===== src/rtl/ram_arbiter_2ch.sv =====
// Two-client round-robin arbiter in front of a single-port RAM with registered Q.
// Grants are combinational, RAM commands are registered, and read data returns two cycles after the grant.
module ram_arbiter_2ch #(
  parameter int ADD_WIDTH  = 7,
  parameter int DATA_WIDTH = 32,
  parameter int MAX_BURST  = 4
) (
  input  logic                  Clk,
  input  logic                  Rst_n,
  input  logic                  Req0,
  input  logic                  We0,
  input  logic [ADD_WIDTH-1:0]  Add0,
  input  logic [DATA_WIDTH-1:0] Data0,
  output logic                  Gnt0,
  output logic                  Rvalid0,
  output logic [DATA_WIDTH-1:0] Rdata0,
  input  logic                  Req1,
  input  logic                  We1,
  input  logic [ADD_WIDTH-1:0]  Add1,
  input  logic [DATA_WIDTH-1:0] Data1,
  output logic                  Gnt1,
  output logic                  Rvalid1,
  output logic [DATA_WIDTH-1:0] Rdata1,
  output logic                  Ram_we,
  output logic [ADD_WIDTH-1:0]  Ram_add,
  output logic [DATA_WIDTH-1:0] Ram_data,
  input  logic [DATA_WIDTH-1:0] Ram_q
);

  localparam int CW = $clog2(MAX_BURST + 1);
  localparam logic [CW-1:0] MAX_CNT = CW'(MAX_BURST);
  localparam logic [CW-1:0] ONE_CNT = CW'(1);

  typedef enum logic [1:0] {IDLE, OWN0, OWN1} state_t;

  state_t          state_reg, state_next;
  logic            last_reg, last_next;
  logic [CW-1:0]   cnt_reg, cnt_next;
  logic [CW-1:0]   cnt_inc;
  logic            gnt0_c, gnt1_c;

  logic                  ram_we_reg;
  logic [ADD_WIDTH-1:0]  ram_add_reg;
  logic [DATA_WIDTH-1:0] ram_data_reg;
  logic                  vld1_reg, vld2_reg;
  logic                  tag1_reg, tag2_reg;

  logic                  xfer;
  logic                  win_we;
  logic [ADD_WIDTH-1:0]  win_add;
  logic [DATA_WIDTH-1:0] win_data;

  logic [1:0]            rvalid;
  logic [DATA_WIDTH-1:0] rdata [2];

  assign cnt_inc = (cnt_reg == MAX_CNT) ? MAX_CNT : cnt_reg + ONE_CNT;

  always_comb begin
    state_next = state_reg;
    last_next  = last_reg;
    cnt_next   = cnt_reg;
    gnt0_c     = 1'b0;
    gnt1_c     = 1'b0;
    case (state_reg)
      IDLE: begin
        // On contention the client not served last wins.
        if (Req0 && (!Req1 || last_reg)) begin
          gnt0_c     = 1'b1;
          state_next = OWN0;
          cnt_next   = ONE_CNT;
        end else if (Req1) begin
          gnt1_c     = 1'b1;
          state_next = OWN1;
          cnt_next   = ONE_CNT;
        end
      end
      OWN0: begin
        if (Req0 && (!Req1 || cnt_reg < MAX_CNT)) begin
          gnt0_c   = 1'b1;
          cnt_next = cnt_inc;
        end else if (Req1) begin
          gnt1_c     = 1'b1;
          state_next = OWN1;
          cnt_next   = ONE_CNT;
          last_next  = 1'b0;
        end else begin
          state_next = IDLE;
          last_next  = 1'b0;
        end
      end
      OWN1: begin
        if (Req1 && (!Req0 || cnt_reg < MAX_CNT)) begin
          gnt1_c   = 1'b1;
          cnt_next = cnt_inc;
        end else if (Req0) begin
          gnt0_c     = 1'b1;
          state_next = OWN0;
          cnt_next   = ONE_CNT;
          last_next  = 1'b1;
        end else begin
          state_next = IDLE;
          last_next  = 1'b1;
        end
      end
      default: state_next = IDLE;
    endcase
  end

  always_ff @(posedge Clk or negedge Rst_n) begin
    if (!Rst_n) begin
      state_reg <= IDLE;
      last_reg  <= 1'b1;
      cnt_reg   <= '0;
    end else begin
      state_reg <= state_next;
      last_reg  <= last_next;
      cnt_reg   <= cnt_next;
    end
  end

  assign Gnt0 = gnt0_c & Rst_n;
  assign Gnt1 = gnt1_c & Rst_n;

  assign xfer     = Gnt0 | Gnt1;
  assign win_we   = Gnt1 ? We1   : We0;
  assign win_add  = Gnt1 ? Add1  : Add0;
  assign win_data = Gnt1 ? Data1 : Data0;

  // Tag pipeline aligns with the RAM's command register plus its registered Q.
  always_ff @(posedge Clk or negedge Rst_n) begin
    if (!Rst_n) begin
      ram_we_reg   <= 1'b0;
      ram_add_reg  <= '0;
      ram_data_reg <= '0;
      vld1_reg     <= 1'b0;
      vld2_reg     <= 1'b0;
      tag1_reg     <= 1'b0;
      tag2_reg     <= 1'b0;
    end else begin
      ram_we_reg <= xfer & win_we;
      if (xfer) begin
        ram_add_reg  <= win_add;
        ram_data_reg <= win_data;
      end
      vld1_reg <= xfer & ~win_we;
      tag1_reg <= Gnt1;
      vld2_reg <= vld1_reg;
      tag2_reg <= tag1_reg;
    end
  end

  assign Ram_we   = ram_we_reg;
  assign Ram_add  = ram_add_reg;
  assign Ram_data = ram_data_reg;

  generate
    for (genvar gi = 0; gi < 2; gi++) begin : g_ret
      logic [DATA_WIDTH-1:0] hold_reg;
      assign rvalid[gi] = vld2_reg && (tag2_reg == 1'(gi));
      always_ff @(posedge Clk or negedge Rst_n) begin
        if (!Rst_n)          hold_reg <= '0;
        else if (rvalid[gi]) hold_reg <= Ram_q;
      end
      assign rdata[gi] = rvalid[gi] ? Ram_q : hold_reg;
    end
  endgenerate

  assign Rvalid0 = rvalid[0];
  assign Rvalid1 = rvalid[1];
  assign Rdata0  = rdata[0];
  assign Rdata1  = rdata[1];

endmodule


===== config.mk =====
export PLATFORM = sky130hd
export DESIGN_NAME = ram_arbiter_2ch
export DESIGN_NICKNAME = d
export VERILOG_FILES = /design/src/rtl/ram_arbiter_2ch.sv
export SDC_FILE = /design/constraint.sdc
export NUM_CORES = 1
export LEC_CHECK = 0
export BUFFER_PORTS_ARGS = -buffer_cell sky130_fd_sc_hd__buf_2
export CAP_MARGIN = 30
export CELL_PAD_IN_SITES_DETAIL_PLACEMENT = 0
export CELL_PAD_IN_SITES_GLOBAL_PLACEMENT = 2
export CORE_UTILIZATION = 31
export CTS_BUF_LIST = sky130_fd_sc_hd__clkbuf_16
export DETAILED_ROUTE_END_ITERATION = 8
export GPL_TIMING_DRIVEN = 0
export HOLD_SLACK_MARGIN = 0.15
export PLACE_DENSITY_LB_ADDON = 0.15
export SLEW_MARGIN = 0
export SYNTH_ARGS = -nofsm -noshare
export SYNTH_HDL_FRONTEND = slang
export SYNTH_SLANG_ARGS = --single-unit

===== constraint.sdc =====
create_clock -name Clk -period 5.7 [get_ports Clk]
set_input_delay 0.57 -clock Clk [delete_from_list [all_inputs] [get_ports Clk]]
set_output_delay 0.57 -clock Clk [all_outputs]
set_load 0.01 [all_outputs]

; Yosys cells after proc, flatten, opt, wreduce, memory -nomap -nowiden
; Cells that the tools add are included.
[classes]
addsub = 1
n_eq_ne = 7
n_bitwise = 7
reduce_logical = 16
n_mux = 32
n_lt_le_gt_ge = 1
[op_table]
columns = cell, n
row1 = $mux 32, 3
row2 = $mux 3, 6
row3 = $mux 1, 12
row4 = $mux 2, 5
row5 = $pmux 3 s3, 1
row6 = $mux 7, 1
row7 = $ne 3x3->1 const B, 2
row8 = $pmux 1 s3, 2
row9 = $pmux 2 s3, 1
row10 = $reduce_and 3->1, 2
row11 = $logic_and 1x1->1, 5
row12 = $and 1x1->1, 4
row13 = $ne 2x2->1 const B, 2
row14 = $add 3x1->3 const B, 1
row15 = $eq 3x3->1 const B, 1
row16 = $logic_or 1x1->1, 3
row17 = $lt 3x3->1 const B, 1
row18 = $reduce_bool 3->1, 1
row19 = $eq 2x1->1 const B, 1
row20 = $eq 2x2->1 const B, 1
row21 = $logic_not 1->1, 2
row22 = $logic_not 2->1, 1
row23 = $not 1->1, 2
row24 = $pmux 1 s2, 1
row25 = 3 further kinds, 3
[totals]
out_inout_bits = 108
word_cells = 76
reg_bits = 114
input_bits = 116

; Longest topological paths before layout
[depth]
word_depth = 9
mapped_depth = 9
ltp_nobuf = 7

; Least setup slack after synthesis
; No wires, ideal clock.
[synth_path]
path_type = register -> output
startpoint = register state_reg[0]
endpoint = output port Gnt1
t_arrival_ps = 1468
stages_incl_launch_ff = 7
setup_slack_ps = 3662
n_path_buf = 1
t_required_ps = 5130
cell_sequence = dfrtp_1 -> inv_1 -> ha_1 -> buf_1 -> o221a_4 -> nor2_1 -> nor2_1
[synth_via]
elab_chain_len = 3
elab_cells_between_ends = 5
[synth_rtl]
columns = element, line
row1 = start: declaration, 36  ; state_t state_reg, state_next;
row2 = start signal: assignment, 115  ; state_reg <= state_next;
row3 = $eq 2x2->1 (tied with other cells), 64  ; case (state_reg)
row4 = $pmux 1 s3 *, 64
row5 = $and 1x1->1 *, 122  ; assign Gnt1 = gnt1_c & Rst_n;
row6 = end: declaration, 21  ; output logic Gnt1,
; Every way passes the cells marked *; elsewhere a longest branch is shown, timed or not.

; Worst setup path in the final report
[layout_path]
startpoint = input port Rst_n
endpoint = output port Gnt0
[layout_via]
elab_chain_len = 1
[layout_rtl]
columns = element, line
row1 = start: declaration, 9  ; input logic Rst_n,
row2 = $and 1x1->1, 121  ; assign Gnt0 = gnt0_c & Rst_n;
row3 = end: declaration, 14  ; output logic Gnt0,
; Every way passes these cells.

==> flow_metrics.py <==
metrics = {
    "status": {
        "status": "completed",
    },
    "yosys": {
        "synth.avg_cell_area_sq_um": 12.0,
        "synth_mux_area_share_pct": 14.7,
        "ys_ff_latch": 114,
        "synth_compound_area_share_pct": 16.2,
        "synthFlopType": "dfrtp_1",
        "synthAdderAreaFrac_pct": 1.51,
        "ys_async_sr_fraction_pct": 100,
        "synth_warnings": 0,
        "synthCells": 414,
        "synth_top_area_share_pct": 57.0,
        "netlist_area_sq_um": 4960,
        "yosys.cell_types.count": 35,
        "yosys.area_share.simple_pct": 6.36,
        "synth.most_common_cell": "dfrtp_1",
        "synth_top_family_by_area": "compound AO/OA/AOI/OAI gates",
        "synth_xor_area_share_pct": 0,
        "yosysTopAreaCell": "dfrtp_1",
        "synth_fp_nets": 536,
        "synth_edf_count": 0,
        "synthTopCellsByCount": "dfrtp_1, mux2_2, nand2_1",
        "ys_seq_area_share_pct": 57.6,
        "synthTopCellsByArea": "dfrtp_1, mux2_2, a32oi_1, o21ai_0, nand2_1",
    },
    "pwr": {
        "power.density_nw_per_um2": 581,
        "p_leak_nw": 3.42,
        "finalPower_mw": 4.03,
        "ir_drop_mv": 0.224,
    },
    "sta": {
        "finalHoldViolations": 0,
        "relSlewSlack_pct": 56.9,
        "finalSetupTns_ps": 0,
        "rsz0062_at_grt": "false",
        "fmax_ghz": 0.334,
        "fin_skew_ps": 8.07,
        "period_share_pct": 52.5,
        "drv_slew": 0,
        "period_minus_slack_ps": 2990,
        "setup_ws_ps": 2710,
        "tightest_slew_ps": 647,
        "setup_viol_count_final": 0,
    },
    "drt": {
        "drc_errors": 0,
        "drt_iter0_drc": 126,
        "ant_nets": 0,
        "routed_via_density": 4.80,
        "via_count": 4241,
        "dr.pass1.iters": 5,
        "wirelength_mm": 14.2,
        "detail_route.wl_per_cell_um": 16.1,
    },
    "grt": {
        "grt_overflow": 0,
        "grt_pass1_vias": 4259,
        "grt_start_max_net_pins": 65,
        "grt.total_usage_pct": 17.8,
        "antenna_found_initial": 2,
        "grt_pass1_wl_mm": 22.2,
    },
    "cts": {
        "clockBufferDepth": 2,
        "clk_latency_ps": 410,
        "root_buffer": "clkbuf_16",
        "h-tree-depth": 4,
        "cts_tree": "done",
        "cts_made_buffers": 17,
        "clkTransAtPathRegs_ps": 50,
        "post_cts_buffers": 0,
        "numClockSinks": 114,
    },
    "placement": {
        "pre_cts_slack_ps": 3040,
        "place_inst": 849,
        "dp_hpwl_mm": 10.8,
        "dpl-instance-area_sq_um": 6370,
        "io_buffers": 223,
        "gp_congestion": 0.766,
    },
    "setup_path": {
        "cp-end-kind": "primary output",
        "cp.required_ps": 5130,
        "crit_path_max_fanout": 53,
        "worstSetupPathType": "in -> out",
        "crit_arrival_ps": 2420,
        "crit_path_start_kind": "primary input",
        "rr_worst_depth": 9,
    },
    "layout": {
        "multiInputGateArea_sq_um": 1920,
        "area_growth_pct": 39.9,
        "layout.nets": 780,
        "drive_gt1_share_pct": 48.8,
        "design_area_sq_um": 6940,
        "largest_register_ffs": 64,
        "stdcell_count": 883,
        "regArea_sq_um": 2850,
        "fillers": 1539,
    },
    "worst_hold_path": {
        "worstHoldPathCells": 0,
        "hp-class": "reg -> reg",
    },
    "die": {
        "initial_core_util_pct": 32.1,
        "dieArea_sq_um": 16500,
        "num_io_pins": 224,
        "num_rows": 45,
        "die_x_um": 128,
        "dieHeight_um": 128,
        "core_area_sq_um": 15400,
    },
    "flow_run": {
        "maxCapViolCount": 0,
    },
}
-- cells by family after synthesis --
| group | after synthesis |
|---|---|
| AOI/OAI and AO/OA | 115 |
| buffers and inverters | 42 |
| muxes | 65 |
| adders and majority gates | 6 |
| DFF | 114 |
| and+or+nand+nor | 72 |
-- layout by cell type, fill, tap and decap left out, types with 2 or more instances in the layout --
cell and n:
buf_2 228, dfrtp_1 113, mux2_2 64, nand2_1 51, o21ai_0 44, a32oi_1 40
clkbuf_1 19, clkbuf_16 17, a21oi_1 13, inv_1 12, nor2_1 9, nand2b_1 6
ha_1 6, buf_1 4, nor2b_1 3, a22o_1 3, buf_6 3, clkinvlp_4 3
clkinv_2 3, clkinv_1 3, diode_2 2, a221oi_1 2, a31oi_1 2, bufinv_16 2
-- metal layers --
metal  vias to the layer above  routed length (um)  track usage, %
met5                         -                  13               0
met4                         2                 333            7.47
met3                        23                1200            7.40
met2                       174                6630            28.7
met1                      2032                6050            20.8
li1                       2010                   -               -
-- layout make-up --
class / count / area share [%]
timing repair buffer: 225 / 16.7
clock buffer: 17 / 6.13
sequential: 114 / 41.1
multi-input combinational: 258 / 27.7
antenna: 2 / 0.0722
tap: 211 / 3.81
clock inverter: 14 / 1.80
buffer: 32 / 2.07
inverter: 10 / 0.541
-- critical path, cell delays in order --
cell	delay, ps
dlygate4sd3_1	550
buf_6	420
nor2b_1	370
nand2_1	170
nor2_1	150
buf_2	160
-- final timing paths --
check | endpoint | slack, ps | startpoint
max | Gnt0 | 2710 | Rst_n
min | vld2_reg | 350 | vld1_reg
max reg2reg | Ram_add[1] | 3390 | state_reg[0]
min reg2reg | vld2_reg | 350 | vld1_reg
max in group asynchronous | Ram_data[30] | 4330 | Rst_n
min in group asynchronous | g_ret[1].hold_reg[16] | 690 | Rst_n
-- metrics by stage --
| stage | hold WS, ps | util (%) |
|---|---|---|
| floorplan | 274 | - |
| global placement | 339 | 41.1 |
| detailed placement | 343 | 41.3 |
| CTS | 347 | 44.9 |
| global route | 354 | 44.9 |
| finish | 345 | 45.0 |
-- repair_timing --
action	CTS	global route
hold buffers	1	0
endpoints found under the hold margin	49	0
resized for setup	0	0
-- report_power, final --
group	leakage (nW)	switching (mW)	total (mW)	internal [mW]
combinational	1.78	0.967	1.71	0.739
clock	0.269	0.357	0.986	0.629
sequential	1.37	0.134	1.34	1.20
No activity file was read; power rests on OpenSTA's default activity.
